--- src/rtl/mux_rr_arbiter.sv ---
// mux_rr_arbiter: N-channel W-bit stream merger with round-robin or fixed
// priority arbitration feeding a single registered valid/ready output slot.
module mux_rr_arbiter #(
  parameter  int unsigned WIDTH    = 8,
  parameter  int unsigned CHANNELS = 4,
  parameter  int unsigned MODE     = 0,
  localparam int unsigned CW       = (CHANNELS > 1) ? $clog2(CHANNELS) : 1
) (
  input  logic                      clk,
  input  logic                      rst_n,
  input  logic [CHANNELS*WIDTH-1:0] in_data,
  input  logic [CHANNELS-1:0]       in_valid,
  output logic [CHANNELS-1:0]       in_ready,
  output logic [WIDTH-1:0]          out_data,
  output logic [CW-1:0]             out_chan,
  output logic                      out_valid,
  input  logic                      out_ready
);

  typedef enum logic {
    S_EMPTY = 1'b0,
    S_FULL  = 1'b1
  } state_t;

  state_t             r_state;
  logic [WIDTH-1:0]   r_out_data;
  logic [CW-1:0]      r_out_chan;
  logic [CW-1:0]      r_rr_ptr;

  logic               w_any;
  logic               w_load_en;
  logic               w_xfer;
  logic               w_lo_found;
  logic [CW-1:0]      w_lo_idx;
  logic               w_hi_found;
  logic [CW-1:0]      w_hi_idx;
  logic [CW-1:0]      w_winner;
  logic [CW-1:0]      w_next_ptr;
  logic [WIDTH-1:0]   w_sel_data;

  assign out_valid = (r_state == S_FULL);
  assign out_data  = r_out_data;
  assign out_chan  = r_out_chan;

  // Slot can take a beat when empty or being drained; nothing is granted in reset.
  assign w_any     = |in_valid;
  assign w_load_en = rst_n & (~out_valid | out_ready);
  assign w_xfer    = w_load_en & w_any;

  // Lowest valid index overall, and lowest valid index at or above rr_ptr.
  always_comb begin
    w_lo_found = 1'b0;
    w_lo_idx   = '0;
    w_hi_found = 1'b0;
    w_hi_idx   = '0;
    for (int i = int'(CHANNELS) - 1; i >= 0; i--) begin
      if (in_valid[i]) begin
        w_lo_found = 1'b1;
        w_lo_idx   = CW'(i);
        if (i >= int'(r_rr_ptr)) begin
          w_hi_found = 1'b1;
          w_hi_idx   = CW'(i);
        end
      end
    end
  end

  // Winner: fixed priority takes the lowest index; round-robin wraps past the top.
  always_comb begin
    w_winner = '0;
    if (CHANNELS > 1) begin
      if (MODE == 1) begin
        w_winner = w_lo_idx;
      end else if (w_hi_found) begin
        w_winner = w_hi_idx;
      end else if (w_lo_found) begin
        w_winner = w_lo_idx;
      end
    end
  end

  // Pointer advances to the channel after the winner, modulo CHANNELS.
  always_comb begin
    w_next_ptr = '0;
    if (w_winner != CW'(CHANNELS - 1)) begin
      w_next_ptr = w_winner + CW'(1);
    end
  end

  // One-hot grant decode and data select driven only by the winner index.
  always_comb begin
    in_ready   = '0;
    w_sel_data = '0;
    for (int i = 0; i < int'(CHANNELS); i++) begin
      if (w_winner == CW'(i)) begin
        in_ready[i] = w_xfer;
        w_sel_data  = in_data[i*WIDTH +: WIDTH];
      end
    end
  end

  // Output slot FSM with registered data/channel and round-robin pointer.
  always_ff @(posedge clk or negedge rst_n) begin
    if (!rst_n) begin
      r_state    <= S_EMPTY;
      r_out_data <= '0;
      r_out_chan <= '0;
      r_rr_ptr   <= '0;
    end else begin
      case (r_state)
        S_EMPTY: begin
          if (w_xfer) begin
            r_state <= S_FULL;
          end
        end
        S_FULL: begin
          if (!w_xfer && out_ready) begin
            r_state <= S_EMPTY;
          end
        end
        default: r_state <= S_EMPTY;
      endcase
      if (w_xfer) begin
        r_out_data <= w_sel_data;
        r_out_chan <= w_winner;
        if (MODE == 0) begin
          r_rr_ptr <= w_next_ptr;
        end
      end
    end
  end

endmodule
--- config.mk ---
export PLATFORM = sky130hd
export DESIGN_NAME = mux_rr_arbiter
export DESIGN_NICKNAME = d
export VERILOG_FILES = /design/src/rtl/mux_rr_arbiter.sv
export SDC_FILE = /design/constraint.sdc
export NUM_CORES = 1
export LEC_CHECK = 0
export ABC_AREA = 0
export CORE_MARGIN = 2
export CORE_UTILIZATION = 55
export CTS_BUF_LIST = sky130_fd_sc_hd__clkbuf_16
export DETAILED_ROUTE_END_ITERATION = 10
export DONT_BUFFER_PORTS = 1
export PLACE_DENSITY = 0.74
export SLEW_MARGIN = 10
export SYNTH_ARGS = -nofsm -noshare
export SYNTH_HDL_FRONTEND = slang
export SYNTH_SLANG_ARGS = --single-unit
--- constraint.sdc ---
create_clock -name clk -period 2 [get_ports clk]
set_input_delay 0.1 -clock clk [delete_from_list [all_inputs] [get_ports clk]]
set_output_delay 0.1 -clock clk [all_outputs]
set_load 0.05 [all_outputs]
# Word level (Yosys, flattened, before mapping)
# Index checks and enable logic that the tools add are counted.
word_totals:
  ff_bits: 13
  in_bits: 39
  output_inout_bits: 15
  elab_cells: 54
op_classes:
  add_sub_neg: 1
  n_lt_le_gt_ge: 3
  eq_ne: 4
  muxes: 34
  bitwise: 4
  n_reduce_logical: 4
ops:
  columns: ["op", "count"]
  rows:
  - ["$mux W8", 4]
  - ["$mux W2", 13]
  - ["$mux W1", 16]
  - ["$eq A2 B2 Y1 const B", 2]
  - ["$ge A1 B2 Y1 const A", 2]
  - ["$reduce_or A4 Y1", 1]
  - ["$add A2 B1 Y2 const B", 1]
  - ["$and A1 B1 Y1", 2]
  - ["$eq A2 B1 Y1 const B", 1]
  - ["$ge A2 B2 Y1 const A", 1]
  - ["$logic_not A2 Y1", 1]
  - ["$ne A2 B2 Y1 const B", 1]
  - ["$pmux W1 S2", 1]
  - ["$logic_and A1 B1 Y1", 1]
  - ["$logic_not A1 Y1", 1]
  - ["$not A1 Y1", 1]
  - ["$or A1 B1 Y1", 1]

# Logic depth before layout (Yosys ltp)
# Gate-level depths: netlist (run 1).
depth:
  depth_word: 13
  mapped_depth: 9
  mapped_depth_nobuf: 7

# Least setup slack after synthesis (run 1)
# Ideal clock, no wire load.
synth_path:
  kind: "reg-to-output"
  startpoint: "reg r_rr_ptr[1]"
  endpoint: "out in_ready[3]"
  t_arrival_ns: 2.131
  t_required_ns: 1.900
  slack_ns: -0.231
  path_stages_with_launch: 8
  n_path_buf: 2
  path_cell_list: "dfrtp_1 > nor2b_1 > o21ai_0 > and3_1 > ha_1 > clkbuf_1 > clkbuf_1 > and2_1"
synth_via:
  elab_chain_len: 10
  word_cells_on_any_way: 18
  cone_classes: "3 x order compare; 1 x eq/ne; 14 x mux"
synth_rtl:
  columns: ["item", "line_no", "text"]
  rows:
  - ["from (decl)", "28", "logic [CW-1:0] r_rr_ptr;"]
  - ["from (signal assigned)", "127", "r_rr_ptr <= w_next_ptr;"]
  - ["$ge A2 B2 Y1", "60", "if (i >= int'(r_rr_ptr)) begin"]
  - ["$mux W2 / $mux W1 (equally long branches)", "60", null]
  - ["$mux W2 / $mux W1 (equally long branches)", "57", "if (in_valid[i]) begin"]
  - ["$mux W2 / $mux W1 (equally long branches)", "60", null]
  - ["$mux W2 / $mux W1 (equally long branches)", "57", null]
  - ["$mux W2 / $mux W1 (equally long branches)", "60", null]
  - ["$mux W2 / $mux W1 (equally long branches)", "57", null]
  - ["$mux W2 *", "74", "end else if (w_hi_found) begin"]
  - ["via w_winner[0]", "37", "logic [CW-1:0] w_winner;"]
  - ["$eq A2 B2 Y1 *", "95", "if (w_winner == CW'(i)) begin"]
  - ["$mux W1 *", "95", null]
  - ["to (decl)", "13", "output logic [CHANNELS-1:0] in_ready,"]
# The timed path passes the listed nets; every way through them passes the cells marked *.

# Worst setup path after layout (run 1)
layout_path:
  startpoint: "reg r_rr_ptr[0]"
  endpoint: "reg r_out_data[3], in the netlist out_data[3]"
layout_via:
  elab_chain_len: 13
  word_cells_on_any_way: 24
  cone_classes: "3 x order compare; 3 x eq/ne; 17 x mux; 1 x reduce/logical"
layout_rtl:
  columns: ["item", "line_no", "text"]
  rows:
  - ["$ge A2 B2 Y1", "60", null]
  - ["$mux W2 / $mux W1 (equally long branches)", "60", null]
  - ["$mux W2 / $mux W1 (equally long branches)", "57", null]
  - ["$mux W2 / $mux W1 (equally long branches)", "60", null]
  - ["$mux W2 / $mux W1 (equally long branches)", "57", null]
  - ["$mux W2 / $mux W1 (equally long branches)", "60", null]
  - ["$mux W2 / $mux W1 (equally long branches)", "57", null]
  - ["$mux W2 *", "74", null]
  - ["via w_winner[1]", "37", null]
  - ["$logic_not A2 Y1", "95", null]
  - ["$mux W8 (3 in a row)", "95", null]
  - ["$mux W8 *", "95", null]
  - ["to (signal assigned)", "124", "r_out_data <= w_sel_data;"]
  - ["to (decl)", "26", "logic [WIDTH-1:0] r_out_data;"]
# Marks and branches as above.
# A chain may end at the register's enable or synchronous reset.

==> impl_metrics.csv, run 1 <==
group,metric,value,unit
sta,final.min_clock_period,2.07,ns
grt,grt_pass1_wl,4300,um
floorplan,coreArea,0.00171,sq mm
grt,grt_pass1_vias,942,
clocking,clkSinkCount,13,
layout,areaGrowthSynthToFinish,33.8,%
clocking,cts_tree,"yes",
floorplan,dieArea,0.00217,sq mm
grt,grt_antenna_before_repair,0,
sta,tightest_slew,0.597,ns
yosys,synth-seq-area-share,0.327,
sta,holdWs,-0.000157,ns
status,violations,"negative hold slack, negative setup slack",
min_path,holdPathStages,2,
pwr,irDropWorstVdd,861,uV
detailed_routing,vias,1005,
grt,track_usage,0.284,
setup_path,slowest_stage,"dfrtp_2",
layout,fillCellCount,100,
sta,hold_viol,1,
status,status,"finished with violations",
clocking,clock_latency,0.24,ns
yosys,post-synth-top-count-cell,"a31oi_1",
floorplan,fp.dieW,46.6,um
clocking,cts_buffers,3,
setup_path,crit_arrival,2.22,ns
yosys,async_reset_ff_frac,1.00,
place,pre_cts_ws,-0.167,ns
place,gp_congestion,0.943,
yosys,syn_nets,161,
setup_path,crit_chain,"and3b_2 > a31oi_4 > and3_4 > ha_4 > buf_12 > a21oi_1 > a221o_1 > a31oi_1",
setup_path,cp_slowest_stage_delay,0.44,ns
pwr,power.density,1550,mW/mm^2
layout,drive_gt1_frac,0.302,
place,dp_cells,143,
setup_path,crit_family,"compound AO/OA/AOI/OAI gates",
clocking,clk_pin_slew_worst_paths,0.05,ns
run,maxCapViolCount,0,
layout,final_cells,151,
floorplan,row_count,15,
setup_path,crit_buf_inv,1,
clocking,clock_path_buffers,2,
sta,clock_skew,0.00279,ns
sta,setup_ws,-0.0697,ns
detailed_routing,finalWirelength,2860,um
yosys,synth_top_area_cell,"dfrtp_1",
min_path,min_path_type,"primary input to register",
detailed_routing,post-route-drc-count,0,
sta,slew_viol_final,0,
setup_path,r2r-end,"out_data[3]",
detailed_routing,drt-initial-drc-count,29,
yosys,yosys_warnings,0,
setup_path,cp-start-kind,"register",
yosys,netlist_area,996,sq um
clocking,h-tree-depth,1,
place,io_buffers,0,
yosys,synthTopCellsByCount,"a31oi_1 (20), dfrtp_1 (13), inv_1 (11), nand2_1 (10)",
setup_path,crit_required,2.15,ns
sta,finalCritPeriodShare,1.03,
layout,nets,170,
setup_path,r2r_slack,-0.07,ns
setup_path,timing.rr.start,"r_rr_ptr[0]",
setup_path,worst_setup_path_end_kind,"register",
clocking,clockRootBuffer,"clkbuf_16",
yosys,synth.distinct_cells,26,
layout,antenna_cells,0,
setup_path,crit_fanout,8,
pwr,p_total,2.07,mW
sta,relSlewSlack,0.601,
yosys,synth_edf_count,0,
yosys,synthDominantCellAreaShare,0.327,
grt,gr-total-overflow,0,
floorplan,initial_core_util,0.583,
sta,setup_viol,7,
sta,tns,-0.229,ns
grt,grt_max_degree,18,
place,dpl.hpwl,1780,um
sta,maxClockFrequency,483,MHz
yosys,syn_inst,118,
min_path,min_from,"rst_n",
floorplan,die_h,46.6,um
yosys,syn_avg_cell_area,8.44,sq um
sta,rsz0062_at_grt,"true",
yosys,synthFlopType,"dfrtp_1",
min_path,min_to,"out_valid",
setup_path,worstSetupPathType,"register to register",
pwr,p_leak,0.555,nW
floorplan,pin_count,54,
yosys,synth_area_leaders,"dfrtp_1 (33%), a31oi_1 (13%), a221o_1 (8.0%)",
detailed_routing,detail-route-antenna-nets,0,
yosys,yosys_register_bits,13,
detailed_routing,vias_per_cell,6.66,
detailed_routing,avgRoutedWirePerCell,19.0,um
detailed_routing,first_pass_iters,4,
setup_path,ff2ff_path_depth,8,
setup_path,cp.depth,8,
==> kinds of logic (layout without fill, tap and decap cells) <==
| kind of cell | Yosys count | after routing | share of synthesized area |
|---|---|---|---|
| buffers and inverters | 22 | 30 | 0.0992 |
| AO/OA/AOI/OAI | 42 | 42 | 0.293 |
| AND/OR/NAND/NOR | 36 | 36 | 0.216 |
| adder cells (fa/ha/maj) | 4 | 4 | 0.0503 |
| flip-flops | 13 | 13 | 0.327 |
| multiplexers | 1 | 1 | 0.0151 |
==> repair_timing <==
| item | CTS | global route |
|---|---|---|
| pin swaps | 4 | 11 |
| hold endpoints to repair | 13 | 0 |
| setup buffers | 2 | 1 |
| setup endpoints to repair | 12 | 12 |
| hold buffers | 1 | 0 |
| resized for setup | 16 | 11 |
==> power by group <==
part | switching [mW] | internal, mW | leakage (nW) | total, mW
Clock | 0.106 | 0.263 | 0.0423 | 0.370
Sequential | 0.393 | 0.366 | 0.149 | 0.758
Combinational | 0.463 | 0.479 | 0.364 | 0.941
Total | 0.961 | 1.11 | 0.555 | 2.07
==> registers in the layout, summed over array words and instances (netlist names) <==
signal and flops:
out_valid 1, out_chan 2, out_data 8, r_rr_ptr 2
==> stage by stage <==
stage / instance area, sq um / util
finish: 1330 / 0.780
global route: 1330 / 0.780
CTS: 1290 / 0.753
detailed placement: 1090 / 0.640
global placement: 1090 / 0.640
floorplan: 1000 / -
==> cell usage in the layout, fill, tap and decap left out, types with 2 or more instances in the layout <==
master and n:
nand3_2 2, ha_4 4, dfrtp_2 2, inv_1 12, nor2_1 2, nand3b_1 9
a31oi_1 19, buf_12 4, a221o_1 8, a21oi_1 8, and3_4 3, a41o_1 2
buf_6 2, nand2_1 10, nand2b_1 2, dfrtp_1 11, buf_4 8, clkbuf_16 3
and2_4 3
==> final cells by class <==
type | count | area (sq um) | area share
inverters | 11 | 41.3 | 0.0310
well taps | 25 | 31.3 | 0.0235
multi-input cells | 83 | 681 | 0.511
flip-flops and latches | 13 | 328 | 0.246
clock inverters | 1 | 3.75 | 0.00282
repair buffers | 15 | 173 | 0.130
clock buffers | 3 | 75.1 | 0.0563
==> per-layer routing <==
metal	GRT usage	vias to the layer above	share of wire
li1	-	452	-
met1	0.383	479	0.39
met2	0.436	70	0.50
met3	0.0588	4	0.098
met4	0.114	0	0.012
met5	0	-	0
==> worst max path at each step <==
stage | from | end | slack (ns)
6_report | r_rr_ptr[0] | out_data[3] | -0.07
5_1_grt | r_rr_ptr[0] | out_data[6] | -0.13
4_1_cts | r_rr_ptr[0] | in_ready[2] | 0.02
3_5_place_dp | r_rr_ptr[1] | out_data[5] | -0.17
3_3_place_gp | r_rr_ptr[1] | out_data[6] | -0.1
2_1_floorplan | r_rr_ptr[1] | out_data[7] | 0.009
(Power assumes the default switching activity.)
==> run 2, diff against run 1 <==
==> constraint.sdc (replaced) <==
create_clock -name clk -period 2 [get_ports clk]
set_input_delay 0.3 -clock clk [delete_from_list [all_inputs] [get_ports clk]]
set_output_delay 0.3 -clock clk [all_outputs]
set_load 0.05 [all_outputs]
==> run 2 against run 1 <==
Effect of this change:
- the flow finishes with violations (negative setup slack)
- sequential power is essentially flat
- combinational power increased by 17%
- maximum frequency down 2.1%
- non-clock buffer count is 7 higher
- utilization up 3.8 points
- routed wire length grew 21%
- global-route usage up 6.2 points
- sequential share of layout area decreased by 1.2 points
- register-to-register slack got worse by 0.03 ns
- via count up 7.7%
- cell count is 4.6% higher
- clock power is 6.5% higher
- critical path type is now register to output port
- largest cell class unchanged
- highest routed layer unchanged
==> impl_metrics.csv, run 2 (synthesis gave the netlist of run 1 again) <==
group,metric,value,unit
status,status,"finished with violations",
status,violations,"negative setup slack",
setup_path,crit_fanout,4,
sta,clock_skew,0.00543,ns
layout,final_cell_mix,"a31oi_1 (19), buf_4 (16), inv_1 (12), dfrtp_1 (12)",
layout,final_cells,158,
layout,multi_input_comb_area,716,sq um
pwr,p_int,1.18,mW
place,gp_congestion,0.975,
floorplan,initial_core_util,0.583,
detailed_routing,drt-initial-drc-count,66,
layout,largest_register_ff_count,8,
clocking,clock_latency,0.25,ns
run,maxCapViolCount,0,
sta,holdWs,0.183,ns
detailed_routing,first_pass_iters,4,
pwr,swShare,0.477,
detailed_routing,detail-route-antenna-nets,0,
setup_path,crit_arrival,1.81,ns
place,io_buffers,0,
floorplan,die_h,46.6,um
detailed_routing,post-route-drc-count,0,
layout,antenna_cells,0,
pwr,power.density,1610,mW/mm^2
pwr,p_seq_frac,0.337,
min_path,min_path_type,"primary input to register",
floorplan,row_count,15,
floorplan,dieArea,0.00217,sq mm
sta,setup_viol,11,
clocking,clock_path_buffers,2,
pwr,p_comb_frac,0.488,
sta,setup_ws,-0.114,ns
detailed_routing,finalWirelength,3460,um
setup_path,worstSetupPathType,"register to output port",
grt,grt_antenna_before_repair,0,
grt,gr-total-overflow,0,
layout,areaGrowthSynthToFinish,40.3,%
setup_path,worst_setup_path_end_kind,"output port",
sta,hold_viol,0,
pwr,power_switching,1.08,mW
grt,track_usage,0.345,
floorplan,pin_count,54,
pwr,irDropWorstVdd,973,uV
layout,final_common_cell,"a31oi_1",
grt,grt_max_degree,17,
layout,nets,177,
sta,slew_viol_final,0,
grt,grt_pass1_vias,978,
clocking,clk_pin_slew_worst_paths,0.05,ns
sta,rsz0062_at_grt,"true",
layout,fillCellCount,100,
pwr,clkPwrFrac,0.175,
clocking,h-tree-depth,1,
place,dpl.hpwl,1850,um
sta,maxClockFrequency,473,MHz
clocking,cts_buffers,3,
floorplan,fp.dieW,46.6,um
layout,seqCellArea,327,sq um
detailed_routing,vias,1082,
sta,finalCritPeriodShare,1.06,
pwr,p_total,2.26,mW
sta,final.min_clock_period,2.11,ns
grt,grt_pass1_wl,5030,um
floorplan,coreArea,0.00171,sq mm
layout,drive_gt1_frac,0.368,
sta,tns,-0.600,ns
place,dp_cells,142,
setup_path,cp-start-kind,"register",
pwr,p_leak,0.590,nW
detailed_routing,vias_per_cell,6.85,
setup_path,crit_required,1.70,ns
clocking,clockRootBuffer,"clkbuf_16",
detailed_routing,avgRoutedWirePerCell,21.9,um
clocking,clkSinkCount,13,
sta,relSlewSlack,0.578,
sta,tightest_slew,0.631,ns
clocking,cts_tree,"yes",
## run 2: through the flow
step	worst slack (ns)	utilization	instance area (sq um)
global placement	-0.00632	0.638	1090
finish	-0.114	0.818	1400
floorplan	0.00490	-	1010
detailed placement	-0.120	0.638	1090
global route	-0.188	0.818	1400
CTS	-0.0396	0.803	1370
## run 2: worst max-delay path, stage by stage, from the launching register on
cell and delay [ns]:
dfrtp_1 0.40, and3b_2 0.25, a31oi_4 0.18, nand3_2 0.12, buf_4 0.17, ha_4 0.16
and2_4 0.14, buf_12 0.14
## run 2: power groups by stage
stage          clock network [mW]  registers [mW]  logic [mW]
3_5_place_dp                    0           0.757       0.747
2_1_floorplan                   0           0.739       0.555
5_1_grt                     0.407           0.773        1.16
6_report                    0.394           0.760        1.10
4_1_cts                     0.378           0.747        1.00
3_3_place_gp                    0           0.747       0.721
## run 2: path summary, 6_finish.rpt
kind	startpoint	to	slack, ns	depth (start not counted)
worst max-delay path	r_rr_ptr[0]	in_ready[0]	-0.11	7
worst min-delay path	rst_n	out_valid	0.18	2
worst max register to register	r_rr_ptr[0]	out_data[6]	-0.10	9
worst min register to register	out_valid	out_valid	0.69	3
max in group asynchronous	rst_n	r_rr_ptr[1]	1.05	1
min in group asynchronous	rst_n	out_chan[1]	0.51	1
## run 2: final cells by class
type,instances,share of cell area
clock buffer,3,0.0537
clock inverter,1,0.00269
inverter,11,0.0295
multi-input combinational,83,0.512
sequential,13,0.234
tap,25,0.0224
timing repair buffer,22,0.146
## run 2: per-layer routing
metal,routed length [um],part of all wire,GRT usage
met1,1340,0.39,0.453
met2,1630,0.47,0.536
met3,403,0.12,0.0863
met4,84,0.024,0.143
met5,0,0,0
## run 2: what timing repair did
action,in CTS,in global routing
hold endpoints to repair,13,0
setup buffers,11,2
resized for setup,18,14
setup endpoints to repair,12,12
pin swaps,8,19
hold buffers,1,0
==> run 3, diff against run 2 <==
==> constraint.sdc (replaced) <==
create_clock -name clk -period 2 [get_ports clk]
set_input_delay 0.4 -clock clk [delete_from_list [all_inputs] [get_ports clk]]
set_output_delay 0.4 -clock clk [all_outputs]
set_load 0.05 [all_outputs]
==> run 3 against run 2 <==
Effect of this change:
- the flow still finishes with violations (negative setup slack)
- routed wire length down 6.8%
- clock-buffer cell count unchanged
- first-iteration DRC count down 64%
- non-clock buffer count stayed put
- hold slack better by 0.11 ns
- power decreased by 4.3%
- largest cell class unchanged
- die area unchanged
- cell count unchanged
- global-route usage shrank 4.2 points
- cell area is 2.9% lower
==> impl_metrics.csv, run 3 (synthesis gave the netlist of run 1 again) <==
group,metric,value,unit
setup_path,slowest_stage,"dfrtp_1",
place,io_buffers,0,
sta,slew_viol_final,0,
pwr,power.density,1590,mW/mm^2
run,maxCapViolCount,0,
setup_path,cp-start-kind,"register",
layout,largest_register_ff_count,8,
setup_path,startpoint,"r_rr_ptr[0]",
sta,rsz0062_at_grt,"true",
layout,final_common_cell,"a31oi_1",
layout,fillCellCount,100,
floorplan,initial_core_util,0.583,
layout,stdcell_area,0.00136,sq mm
clocking,clockRootBuffer,"clkbuf_16",
sta,setup_ws,-0.152,ns
setup_path,r2r_slack,-0.12,ns
grt,grt_pass1_vias,974,
floorplan,row_count,15,
min_path,min_from,"rst_n",
grt,gr-total-overflow,0,
clocking,clkSinkCount,13,
status,status,"finished with violations",
detailed_routing,avgRoutedWirePerCell,20.4,um
detailed_routing,first_pass_iters,4,
layout,utilization,0.795,
sta,tightest_slew,0.601,ns
sta,tns,-1.21,ns
clocking,cts_buffers,3,
setup_path,crit_top_cell,"buf_6",
pwr,irDropWorstVdd,911,uV
clocking,cts_tree,"yes",
detailed_routing,post-route-drc-count,0,
layout,seqCellArea,325,sq um
sta,relSlewSlack,0.598,
setup_path,crit_arrival,1.75,ns
setup_path,crit_required,1.60,ns
sta,final.min_clock_period,2.15,ns
setup_path,timing.rr.start,"r_rr_ptr[0]",
detailed_routing,finalWirelength,3230,um
status,violations,"negative setup slack",
layout,nets,177,
grt,grt_antenna_before_repair,0,
place,dpl.hpwl,1900,um
detailed_routing,detail-route-antenna-nets,0,
setup_path,crit_chain,"and3b_1 > a31oi_4 > buf_6 > nand3_4 > buf_6 > ha_4 > and2_4",
setup_path,cp_slowest_stage_delay,0.41,ns
setup_path,worstSetupPathType,"register to output port",
sta,setup_viol,12,
place,gp_congestion,0.957,
layout,antenna_cells,0,
floorplan,fp.dieW,46.6,um
clocking,clk_pin_slew_worst_paths,0.05,ns
setup_path,crit_path_end,"in_ready[0]",
setup_path,worst_setup_path_end_kind,"output port",
sta,holdWs,0.295,ns
min_path,min_path_type,"primary input to register",
layout,final_cells,158,
sta,maxClockFrequency,465,MHz
sta,finalCritPeriodShare,1.08,
layout,multi_input_comb_area,689,sq um
setup_path,r2r-end,"out_data[6]",
detailed_routing,drt-initial-drc-count,24,
layout,areaGrowthSynthToFinish,36.3,%
grt,grt_pass1_wl,4570,um
grt,grt_max_degree,16,
place,dp_cells,147,
floorplan,pin_count,54,
detailed_routing,vias,1056,
floorplan,die_h,46.6,um
pwr,p_leak,0.586,nW
setup_path,crit_fanout,5,
grt,track_usage,0.303,
clocking,h-tree-depth,1,
floorplan,dieArea,0.00217,sq mm
setup_path,ff2ff_path_depth,8,
clocking,clock_path_buffers,2,
clocking,clock_latency,0.24,ns
layout,final_cell_mix,"a31oi_1 (19), buf_4 (17), dfrtp_1 (13)",
place,placed_cell_area,0.00109,sq mm
sta,clock_skew,0.00365,ns
layout,drive_gt1_frac,0.323,
detailed_routing,vias_per_cell,6.68,
sta,hold_viol,0,
floorplan,coreArea,0.00171,sq mm
run 3: worst min path at each step:
stage	endpoint	slack (ns)	cells past startpoint
floorplan	out_chan[0]	0.10	0
global placement	out_chan[0]	0.11	0
detailed placement	out_chan[0]	0.11	0
CTS	out_valid	0.30	2
global route	out_valid	0.29	2
finish	out_valid	0.30	2
run 3: critical path, delay by kind of cell, from the launching register on:
kind                     cells  cell delay, ns
AND/OR/NAND/NOR              3            0.50
flip-flops                   1            0.41
buffers and inverters        2            0.28
AO/OA/AOI/OAI                1            0.17
adder cells (fa/ha/maj)      1            0.15
run 3: through the flow:
stage	power, mW	setup WS [ns]
finish	2.16	-0.152
global placement	1.46	-0.104
detailed placement	1.49	-0.190
floorplan	1.30	-0.0723
CTS	2.08	-0.0986
global route	2.26	-0.191
run 3: timing repair:
| item | CTS | global route |
|---|---|---|
| hold buffers | 1 | 0 |
| pin swaps | 7 | 4 |
| buffers inserted | 5 | 1 |
| hold endpoints to repair | 13 | 0 |
| endpoints found under the setup margin | 12 | 12 |
| resized for setup | 22 | 1 |
run 3: cell type report:
class | count | area share
Timing Repair Buffer | 22 | 0.141
Sequential cell | 13 | 0.240
Clock inverter | 1 | 0.00276
Clock buffer | 3 | 0.0553
Tap cell | 25 | 0.0230
Inverter | 11 | 0.0304
Multi-Input combinational cell | 83 | 0.508
run 3: metal layers:
metal / share of wire / vias up / track usage
li1: - / 474 / -
met1: 0.39 / 505 / 0.400
met2: 0.48 / 71 / 0.475
met3: 0.11 / 6 / 0.0627
met4: 0.017 / 0 / 0.126
met5: 0 / - / 0
run 3: report_power, final:
group	switching (mW)	internal [mW]
Clock	0.106	0.263
Combinational	0.514	0.520
Sequential	0.391	0.362
